**src/rtl/pipe_hazard_ctrl_pkg.sv**
```systemverilog
// Shared pipeline-control definitions: hazard FSM encoding, default sizing
// constants and the wait-counter width helper.
package pipe_hazard_ctrl_pkg;

    typedef enum logic [1:0] {
        ST_RUN      = 2'd0,
        ST_MEM_WAIT = 2'd1,
        ST_ERROR    = 2'd2
    } hz_state_e;

    localparam int unsigned TIMEOUT_DEF = 255;
    localparam int unsigned CNT_W_DEF   = 16;

    // Wait counter must hold TIMEOUT and is never narrower than 8 bits.
    function automatic int unsigned wait_cnt_w(input int unsigned timeout);
        int unsigned w;
        w = $clog2(timeout + 1);
        return (w < 8) ? 8 : w;
    endfunction

endpackage

```
**src/rtl/pipe_hazard_ctrl_sat_counter.sv**
```systemverilog
// Saturating up-counter with increment enable and asynchronous clear,
// used for the hazard unit's performance counters.
module sat_counter #(
    parameter int unsigned WIDTH = 16
) (
    input  logic             clk_i,
    input  logic             rst_i,
    input  logic             inc_i,
    output logic [WIDTH-1:0] cnt_o
);

    logic [WIDTH-1:0] cnt_q;
    logic [WIDTH-1:0] cnt_d;

    always_comb begin
        cnt_d = cnt_q;
        if (inc_i && (cnt_q != {WIDTH{1'b1}})) begin
            cnt_d = cnt_q + WIDTH'(1);
        end
    end

    always_ff @(posedge clk_i or posedge rst_i) begin
        if (rst_i) begin
            cnt_q <= '0;
        end else begin
            cnt_q <= cnt_d;
        end
    end

    assign cnt_o = cnt_q;

endmodule

```
**src/rtl/pipe_hazard_ctrl.sv**
```systemverilog
// Pipeline hazard controller: load-use stalls, branch flushes, data-memory
// wait holds with timeout to a sticky error state, plus stall/flush counters.
module pipe_hazard_ctrl
    import pipe_hazard_ctrl_pkg::*;
#(
    parameter int unsigned TIMEOUT = TIMEOUT_DEF,
    parameter int unsigned CNT_W   = CNT_W_DEF
) (
    input  logic             clk_i,
    input  logic             rst_i,
    input  logic             idex_memread_i,
    input  logic [4:0]       idex_rd_i,
    input  logic [4:0]       ifid_rs1_i,
    input  logic [4:0]       ifid_rs2_i,
    input  logic             branch_taken_i,
    input  logic             dmem_req_i,
    input  logic             dmem_ready_i,
    output logic             pc_write_o,
    output logic             ifid_write_o,
    output logic             ifid_flush_o,
    output logic             idex_flush_o,
    output logic             pipe_hold_o,
    output logic             memwb_bubble_o,
    output logic             mem_err_o,
    output logic [CNT_W-1:0] stall_cnt_o,
    output logic [CNT_W-1:0] flush_cnt_o
);

    localparam int unsigned       WAIT_W    = wait_cnt_w(TIMEOUT);
    localparam logic [WAIT_W-1:0] TIMEOUT_C = WAIT_W'(TIMEOUT);

    hz_state_e         state_q, state_d;
    logic [WAIT_W-1:0] wait_q, wait_d;
    logic              load_use;
    logic              mem_miss;
    logic              stall_inc;

    // x0 is hardwired to zero, so a load targeting it never creates a hazard.
    assign load_use = idex_memread_i && (idex_rd_i != 5'd0) &&
                      ((idex_rd_i == ifid_rs1_i) || (idex_rd_i == ifid_rs2_i));
    assign mem_miss = dmem_req_i && !dmem_ready_i;

    always_ff @(posedge clk_i or posedge rst_i) begin
        if (rst_i) begin
            state_q <= ST_RUN;
            wait_q  <= '0;
        end else begin
            state_q <= state_d;
            wait_q  <= wait_d;
        end
    end

    always_comb begin
        state_d = state_q;
        wait_d  = wait_q;
        case (state_q)
            ST_RUN: begin
                if (mem_miss) begin
                    state_d = ST_MEM_WAIT;
                    wait_d  = '0;
                end
            end
            ST_MEM_WAIT: begin
                if (dmem_ready_i) begin
                    state_d = ST_RUN;
                end else begin
                    wait_d = wait_q + WAIT_W'(1);
                    if (wait_d == TIMEOUT_C) begin
                        state_d = ST_ERROR;
                    end
                end
            end
            ST_ERROR: state_d = ST_ERROR;
            default:  state_d = ST_RUN;
        endcase
    end

    // Reset is folded into the decode so outputs show RUN defaults while held.
    always_comb begin
        pc_write_o     = 1'b1;
        ifid_write_o   = 1'b1;
        ifid_flush_o   = 1'b0;
        idex_flush_o   = 1'b0;
        pipe_hold_o    = 1'b0;
        memwb_bubble_o = 1'b0;
        mem_err_o      = 1'b0;
        if (!rst_i) begin
            case (state_q)
                ST_RUN: begin
                    if (mem_miss) begin
                        pc_write_o     = 1'b0;
                        ifid_write_o   = 1'b0;
                        pipe_hold_o    = 1'b1;
                        memwb_bubble_o = 1'b1;
                    end else if (branch_taken_i) begin
                        ifid_flush_o = 1'b1;
                        idex_flush_o = 1'b1;
                    end else if (load_use) begin
                        pc_write_o   = 1'b0;
                        ifid_write_o = 1'b0;
                        idex_flush_o = 1'b1;
                    end
                end
                ST_MEM_WAIT: begin
                    if (!dmem_ready_i) begin
                        pc_write_o     = 1'b0;
                        ifid_write_o   = 1'b0;
                        pipe_hold_o    = 1'b1;
                        memwb_bubble_o = 1'b1;
                    end else if (branch_taken_i) begin
                        ifid_flush_o = 1'b1;
                        idex_flush_o = 1'b1;
                    end
                end
                ST_ERROR: begin
                    pc_write_o     = 1'b0;
                    ifid_write_o   = 1'b0;
                    pipe_hold_o    = 1'b1;
                    memwb_bubble_o = 1'b1;
                    mem_err_o      = 1'b1;
                end
                default: ;
            endcase
        end
    end

    assign stall_inc = !pc_write_o && (state_q != ST_ERROR);

    sat_counter #(.WIDTH(CNT_W)) u_stall_cnt (
        .clk_i (clk_i),
        .rst_i (rst_i),
        .inc_i (stall_inc),
        .cnt_o (stall_cnt_o)
    );

    sat_counter #(.WIDTH(CNT_W)) u_flush_cnt (
        .clk_i (clk_i),
        .rst_i (rst_i),
        .inc_i (ifid_flush_o),
        .cnt_o (flush_cnt_o)
    );

endmodule

```
**config.mk**
```make
export PLATFORM = sky130hd
export DESIGN_NAME = pipe_hazard_ctrl
export DESIGN_NICKNAME = d
export VERILOG_FILES = /design/src/rtl/pipe_hazard_ctrl_pkg.sv /design/src/rtl/pipe_hazard_ctrl_sat_counter.sv /design/src/rtl/pipe_hazard_ctrl.sv
export SDC_FILE = /design/constraint.sdc
export NUM_CORES = 1
export LEC_CHECK = 0
export BUFFER_PORTS_ARGS = -buffer_cell sky130_fd_sc_hd__buf_2
export CELL_PAD_IN_SITES_DETAIL_PLACEMENT = 1
export CELL_PAD_IN_SITES_GLOBAL_PLACEMENT = 2
export CORE_UTILIZATION = 35
export DETAILED_ROUTE_END_ITERATION = 16
export HOLD_SLACK_MARGIN = 0.12
export PLACE_DENSITY = 0.89
export SLEW_MARGIN = 0
export SYNTH_ARGS = -nofsm -noshare
export SYNTH_HDL_FRONTEND = slang
export SYNTH_HIERARCHICAL = 1
export SYNTH_SLANG_ARGS = --single-unit
```
**constraint.sdc**
```tcl
create_clock -name clk_i -period 7 [get_ports clk_i]
set_input_delay 0.35 -clock clk_i [delete_from_list [all_inputs] [get_ports clk_i]]
set_output_delay 0.35 -clock clk_i [all_outputs]
set_load 0.005 [all_outputs]
```
==> flow_summary.toml, run 1 <==
[run_status]
run_status = "completed"

[sta]
tightest_slew_ns = 0.6363
slew_viol_final = 0
finalHoldViolCount = 0
finClkSkew_ns = 0.006609
slew_headroom = 0.5754
fin_crit_ns = 2.750
fin_setup_tns_ns = 0
setup-violations-final = 0
grt_setup_unrepaired = "false"
max_freq_mhz = 363.7
finalCritPeriodShare = 0.3928
setup_slack_ns = 4.250

[final_layout]
n_fill_cell = 779
final_cell_area_mm2 = 0.002914
drive_gt1_frac = 0.2957
nets = 325
n_antenna_cell = 0
area_growth_pct = 19.93
regArea_mm2 = 0.001051
multi_input_area_mm2 = 0.001315

[power_and_ir_drop]
p_leak_nw = 1.482
p_int_w = 0.0004542
switchingPower_w = 0.0002074
clock_power_share = 0.286
seqPwrFrac = 0.499
comb_power_share = 0.214
power_density_mw_per_mm2 = 227.0
swShare = 0.3135
vdd_drop_max_uv = 145.6

[logic_synthesis]
synthArstFlopShare = 1.000
yosysSeqAreaShare = 0.4325
ys_seq_elements = 42
synth_flop_cell = "dfrtp_1"
synth_area_per_cell_um2 = 10.21
synth_common_cells = "42 x dfrtp_1, 22 x xor2_1, 18 x nand3_1"
synth.largest_area_cell = "dfrtp_1"
synth_fp_nets = 263
ys_types = 53
ys_warn_count = 6
synthCells = 238
yosysTopAreaCellShare = 0.4325
synth_edf_count = 0
syn-cell-area_mm2 = 0.002430
synth_most_common_cell = "dfrtp_1"
ys_top_cells_by_area = "dfrtp_1 43%, xor2_1 7.9%, xnor2_1 5.8%"

[setup_path]
path_class = "input pin to flip-flop"
endpoint_kind = "flip-flop"
cp.required_ns = 7.22
critPathMaxFanout = 7
crit_arrival_ns = 2.97
startpoint_type = "input pin"
critPathMaxStageDelay_ns = 0.55
crit_chain = "dlygate4sd3_1 > buf_2 > nor2_1 > nand2_1 > or3_1 > o21ai_0 > and4_1 > nand4_1 > nor3_1 > xor2_1"
crit_family = "simple AND/OR/NAND/NOR gates"
cpMaxStageDelayCell = "dlygate4sd3_1"
critPathBufInv = 2

[route]
met3_length_um = 201
wl_met2_um = 2866
drt_drc_violations_left = 0
met1_length_um = 2527
top_layer = "met4"
routedWlPerCell_um = 14.84
vias = 2003
antenna_left = 0
viasPerCell = 5.257
drt_iter0_drc = 78
firstDrtPassIters = 4
wirelength_um = 5654

[floorplan]
die_h_um = 85.32
dieArea_mm2 = 0.007280
core_mm2 = 0.006756
start_util = 0.3596
placementRows = 30
die_w_um = 85.32
io_pins = 60

[placement]
io_buffers = 59
dpl_cell_area_mm2 = 0.002795
place_hpwl_um = 4311
gp_congestion = 0.7774
place_ws_ns = 4.475

[min_path]
hold_path.class = "input pin to flip-flop"

[grt]
grt_max_degree = 17
grt_pass1_vias = 2044
grt_use_total = 0.1698
grt_first_pass_wirelength_um = 9873
grt.overflow.total = 0
antenna_found_initial = 0

[clock_tree]
clk_latency_ns = 0.29
path_clk_slew_ns = 0.09
cts-root-buf = "clkbuf_8"
htreeDepth = 2
cts_setup_buffers = 0
clk_path_buf_depth = 2
clock_sink_count = 42
cts_resized = 0
cts_tree = "yes"
cts_buffers = 5

[run]
cap_violations = 0
[state kept, by name, summed over array words and instances (netlist names)]
| signal | cells |
|---|---|
| wait_q | 8 |
| u_flush_cnt/cnt_o | 16 |
| state_q | 2 |
| u_stall_cnt/cnt_o | 16 |
[worst register-to-register path: stages, from the launching register on]
cell     delay [ns]
dfrtp_1        0.45
nor2_1         0.20
nand2_1        0.06
or3_1          0.30
o21ai_0        0.39
and4_1         0.36
nand4_1        0.19
nor3_1         0.27
xor2_1         0.18
[power by group through the flow]
stage	combinational (W)	clock [W]	sequential, W
2_1_floorplan	0.0000846	0	0.000325
3_3_place_gp	0.000137	0	0.000332
4_1_cts	0.000144	0.000195	0.000331
3_5_place_dp	0.000143	0	0.000335
6_report	0.000142	0.000190	0.000330
5_1_grt	0.000160	0.000204	0.000339
[layout by cell type, fill, tap and decap left out, drive strengths merged, types with 2 or more instances in the layout]
cell type	synthesis	routed
a21oi	4	4
a31oi	2	2
and2	2	2
and3	7	7
and4	7	7
buf	3	60
clkbuf	3	5
clkinv	0	2
dfrtp	42	42
ha	4	4
inv	7	7
mux2	3	3
nand2	17	17
nand2b	2	2
nand3	19	19
nand4	14	14
nor2	15	15
nor3	6	6
nor3b	2	2
nor4	2	2
o21ai	12	12
o21bai	2	2
o31ai	2	2
or2b	3	3
or3	3	3
xnor2	16	16
xor2	22	22
[per-layer routing]
metal	track usage	up-vias
met5	0	-
met4	0.03939	0
met3	0.03599	6
met2	0.3013	40
met1	0.2118	974
li1	-	983
[cells by family after synthesis]
family,Yosys count,synth area share
AND/OR/NAND/NOR,104,0.2709
flip-flops,42,0.4325
XOR/XNOR,38,0.1370
AO/OA/AOI/OAI,33,0.09320
buffers and inverters,13,0.02626
multiplexers,4,0.01957
adder cells (fa/ha/maj),4,0.02060
[cell type report]
type / count / share of cell area
clock buffers: 5 / 0.02362
clock inverters: 3 / 0.01374
inverters: 7 / 0.009017
multi-input cells: 183 / 0.4513
flip-flops and latches: 42 / 0.3607
well taps: 80 / 0.03435
repair buffers: 61 / 0.1073
[path summary, 6_finish.rpt]
check	startpoint	to	slack [ns]	cells after the start
setup / recovery	rst_i	u_stall_cnt/cnt_o[13]$_DFFE_PP0P_	4.25	10
setup reg to reg	state_q[1]$_DFFE_PP0P_	u_stall_cnt/cnt_o[13]$_DFFE_PP0P_	4.54	8
min in group asynchronous	rst_i	wait_q[4]$_DFFE_PP0P_	0.68	3
max in group asynchronous	rst_i	u_flush_cnt/cnt_o[0]$_DFFE_PP0P_	5.82	3
hold / removal	dmem_ready_i	state_q[1]$_DFFE_PP0P_	0.50	3
hold reg to reg	u_flush_cnt/cnt_o[15]$_DFFE_PP0P_	u_flush_cnt/cnt_o[15]$_DFFE_PP0P_	0.51	1
[timing repair]
item                                    CTS  global route
endpoints found under the setup margin    0             0
hold buffers                              1             0
hold endpoints to repair                  1             0
[stage by stage]
step | instances | total power (W) | hold WS (ns) | util
6_report | 381 | 0.0006616 | 0.4962 | 0.4313
5_1_grt | 381 | 0.0007024 | 0.5142 | 0.4313
4_1_cts | 381 | 0.0006698 | 0.4921 | 0.4313
3_5_place_dp | 372 | 0.0004778 | 0.4391 | 0.4137
3_3_place_gp | 372 | 0.0004688 | 0.4266 | 0.4137
2_1_floorplan | 238 | 0.0004093 | 0.1982 | -
No activity file was read; power rests on OpenSTA's default activity.
==> run 2: changes to the inputs <==
Settings changed: CORE_UTILIZATION 35 to 30, PLACE_DENSITY 0.89 to 0.81.
Clock period 7 ns to 2.4 ns, I/O delays scaled along.
==> run 2 against run 1 <==
Non-clock buffer count rose by 6. Die area rose by 16%. Cell count is 7.3% higher. Sequential share of layout area decreased by 0.76 points. Largest cell class unchanged. Critical path depth decreased by 2. Worst hold slack worse by 0.23 ns. Cell area up 2.1%. Worst setup slack lost 4.0 ns. Via count rose by 2.2%. Largest power group unchanged.
==> flow_summary.toml, run 2 (synthesized netlist as in run 1, its figures left out) <==
[run_status]
run_status = "completed"

[setup_path]
crit_family = "simple AND/OR/NAND/NOR gates"
reg2regPathDepth = 8
critPathMaxFanout = 6
r2r-end = "u_stall_cnt/cnt_o[15]$_DFFE_PP0P_"
crit_arrival_ns = 2.37
endpoint_kind = "flip-flop"
rrSetupSlack_ns = 0.25
critPathMaxStageDelay_ns = 0.38
r2r-start = "state_q[1]$_DFFE_PP0P_"
critPathBufInv = 0
path_class = "flip-flop to flip-flop"
cp.required_ns = 2.62
crit_chain = "nor2_1 > nand2_1 > or3_1 > o21ai_2 > and4_1 > nand4_1 > nor3_1 > xor2_1"
cpMaxStageDelayCell = "dfrtp_1"
startpoint_type = "flip-flop"

[final_layout]
n_fill_cell = 923
mostFrequentLayoutCell = "buf_2"
final_cell_count_no_fill = 409
final_cell_mix = "59 x buf_2, 42 x dfrtp_1, 22 x xor2_1"
drive_gt1_frac = 0.3127
final_core_util = 0.3832
nets = 331
regArea_mm2 = 0.001051
final_cell_area_mm2 = 0.002977
multi_input_area_mm2 = 0.001319
n_antenna_cell = 0
area_growth_pct = 22.50

[route]
antenna_left = 0
drt_iter0_drc = 41
firstDrtPassIters = 4
wirelength_um = 5875
drt_drc_violations_left = 0
wl_met2_um = 2859
viasPerCell = 5.007
met1_length_um = 2772
routedWlPerCell_um = 14.36
top_layer = "met4"
met3_length_um = 211
vias = 2048

[min_path]
hold_path.class = "input pin to flip-flop"
hold_depth = 3
worstHoldStart = "dmem_ready_i"
min_to = "state_q[1]$_DFFE_PP0P_"

[sta]
finalHoldViolCount = 0
finClkSkew_ns = 0.006981
slew_headroom = 0.5788
setup_slack_ns = 0.2524
grt_setup_unrepaired = "false"
finalCritPeriodShare = 0.8948
setup-violations-final = 0
max_freq_mhz = 465.6
tightest_slew_ns = 0.6311
slew_viol_final = 0
fin_setup_tns_ns = 0
fin_crit_ns = 2.148

[floorplan]
io_pins = 60
start_util = 0.3128
die_h_um = 92.00
core_mm2 = 0.007767
dieArea_mm2 = 0.008463
die_w_um = 92.00
placementRows = 32

[clock_tree]
htreeDepth = 2
clk_path_buf_depth = 2
cts-root-buf = "clkbuf_8"
path_clk_slew_ns = 0.08
cts_tree = "yes"
clk_latency_ns = 0.29
cts_buffers = 5
clock_sink_count = 42

[grt]
antenna_found_initial = 0
grt_first_pass_wirelength_um = 9894
grt_max_degree = 17
grt.overflow.total = 0
grt_pass1_vias = 2049
grt_use_total = 0.1454

[power_and_ir_drop]
power_density_mw_per_mm2 = 629.0
p_leak_nw = 1.504
vdd_drop_max_uv = 389.8

[placement]
place_hpwl_um = 4476
dpl_cell_area_mm2 = 0.002868
gp_congestion = 0.7265
place_ws_ns = 0.09543
io_buffers = 59
dp_cells = 400

[run]
cap_violations = 0
-- run 2: changes by cell type in the layout (fill, tap and decap cells not counted) --
cell | previous run | this run
buf_4 | 1 | 7
bufinv_16 | 1 | 0
clkbuf_8 | 5 | 6
clkinv_2 | 2 | 1
clkinvlp_4 | 0 | 1
o21ai_0 | 12 | 11
o21ai_2 | 0 | 1
-- run 2: where the power goes --
part / internal (W) / leakage (nW) / switching (W) / total [W]
Sequential: 0.000806 / 0.565 / 0.000157 / 0.000963
Combinational: 0.000217 / 0.892 / 0.000204 / 0.000421
Clock: 0.000232 / 0.0472 / 0.000256 / 0.000488
-- run 2: what timing repair did --
item,in CTS,in global routing
gates resized for setup,0,2
setup endpoints to repair,0,8
setup buffers,0,0
hold endpoints to repair,42,0
hold buffers,1,0
-- run 2: worst min-delay path, stage by stage --
cell	delay [ns]
buf_2	0.13
nor2_1	0.07
a41o_1	0.20
-- run 2: routing by layer --
metal | global-route usage | vias up
met3 | 0.02736 | 4
met4 | 0.03125 | 0
met2 | 0.2456 | 36
met5 | 0 | -
li1 | - | 995
met1 | 0.1933 | 1013
-- run 2: cell type report --
| type | instances | share of cell area |
|---|---|---|
| clock inverters | 2 | 0.004203 |
| well taps | 102 | 0.04288 |
| repair buffers | 67 | 0.1202 |
| multi-input cells | 183 | 0.4430 |
| clock buffers | 6 | 0.02774 |
| flip-flops and latches | 42 | 0.3531 |
| inverters | 7 | 0.008827 |
-- run 2: worst max path at each step --
stage,to,from,depth (start not counted),slack (ns)
2_1_floorplan,u_stall_cnt/cnt_o[13]$_DFFE_PP0P_,state_q[1]$_DFFE_PP0P_,9,0.23
5_1_grt,u_stall_cnt/cnt_o[13]$_DFFE_PP0P_,state_q[1]$_DFFE_PP0P_,8,0.02
3_3_place_gp,u_stall_cnt/cnt_o[13]$_DFFE_PP0P_,state_q[1]$_DFFE_PP0P_,8,0.20
3_5_place_dp,u_stall_cnt/cnt_o[13]$_DFFE_PP0P_,state_q[1]$_DFFE_PP0P_,8,0.1
6_report,u_stall_cnt/cnt_o[15]$_DFFE_PP0P_,state_q[1]$_DFFE_PP0P_,8,0.25
4_1_cts,u_stall_cnt/cnt_o[13]$_DFFE_PP0P_,state_q[1]$_DFFE_PP0P_,8,0.05
-- run 2: stage by stage --
stage / power (W) / hold slack, ns
after global placement: 0.001386 / 0.2892
after floorplan: 0.001194 / -0.03180
final: 0.001872 / 0.2625
after CTS: 0.001906 / 0.2555
after detailed placement: 0.001407 / 0.2894
after global routing: 0.001997 / 0.2873
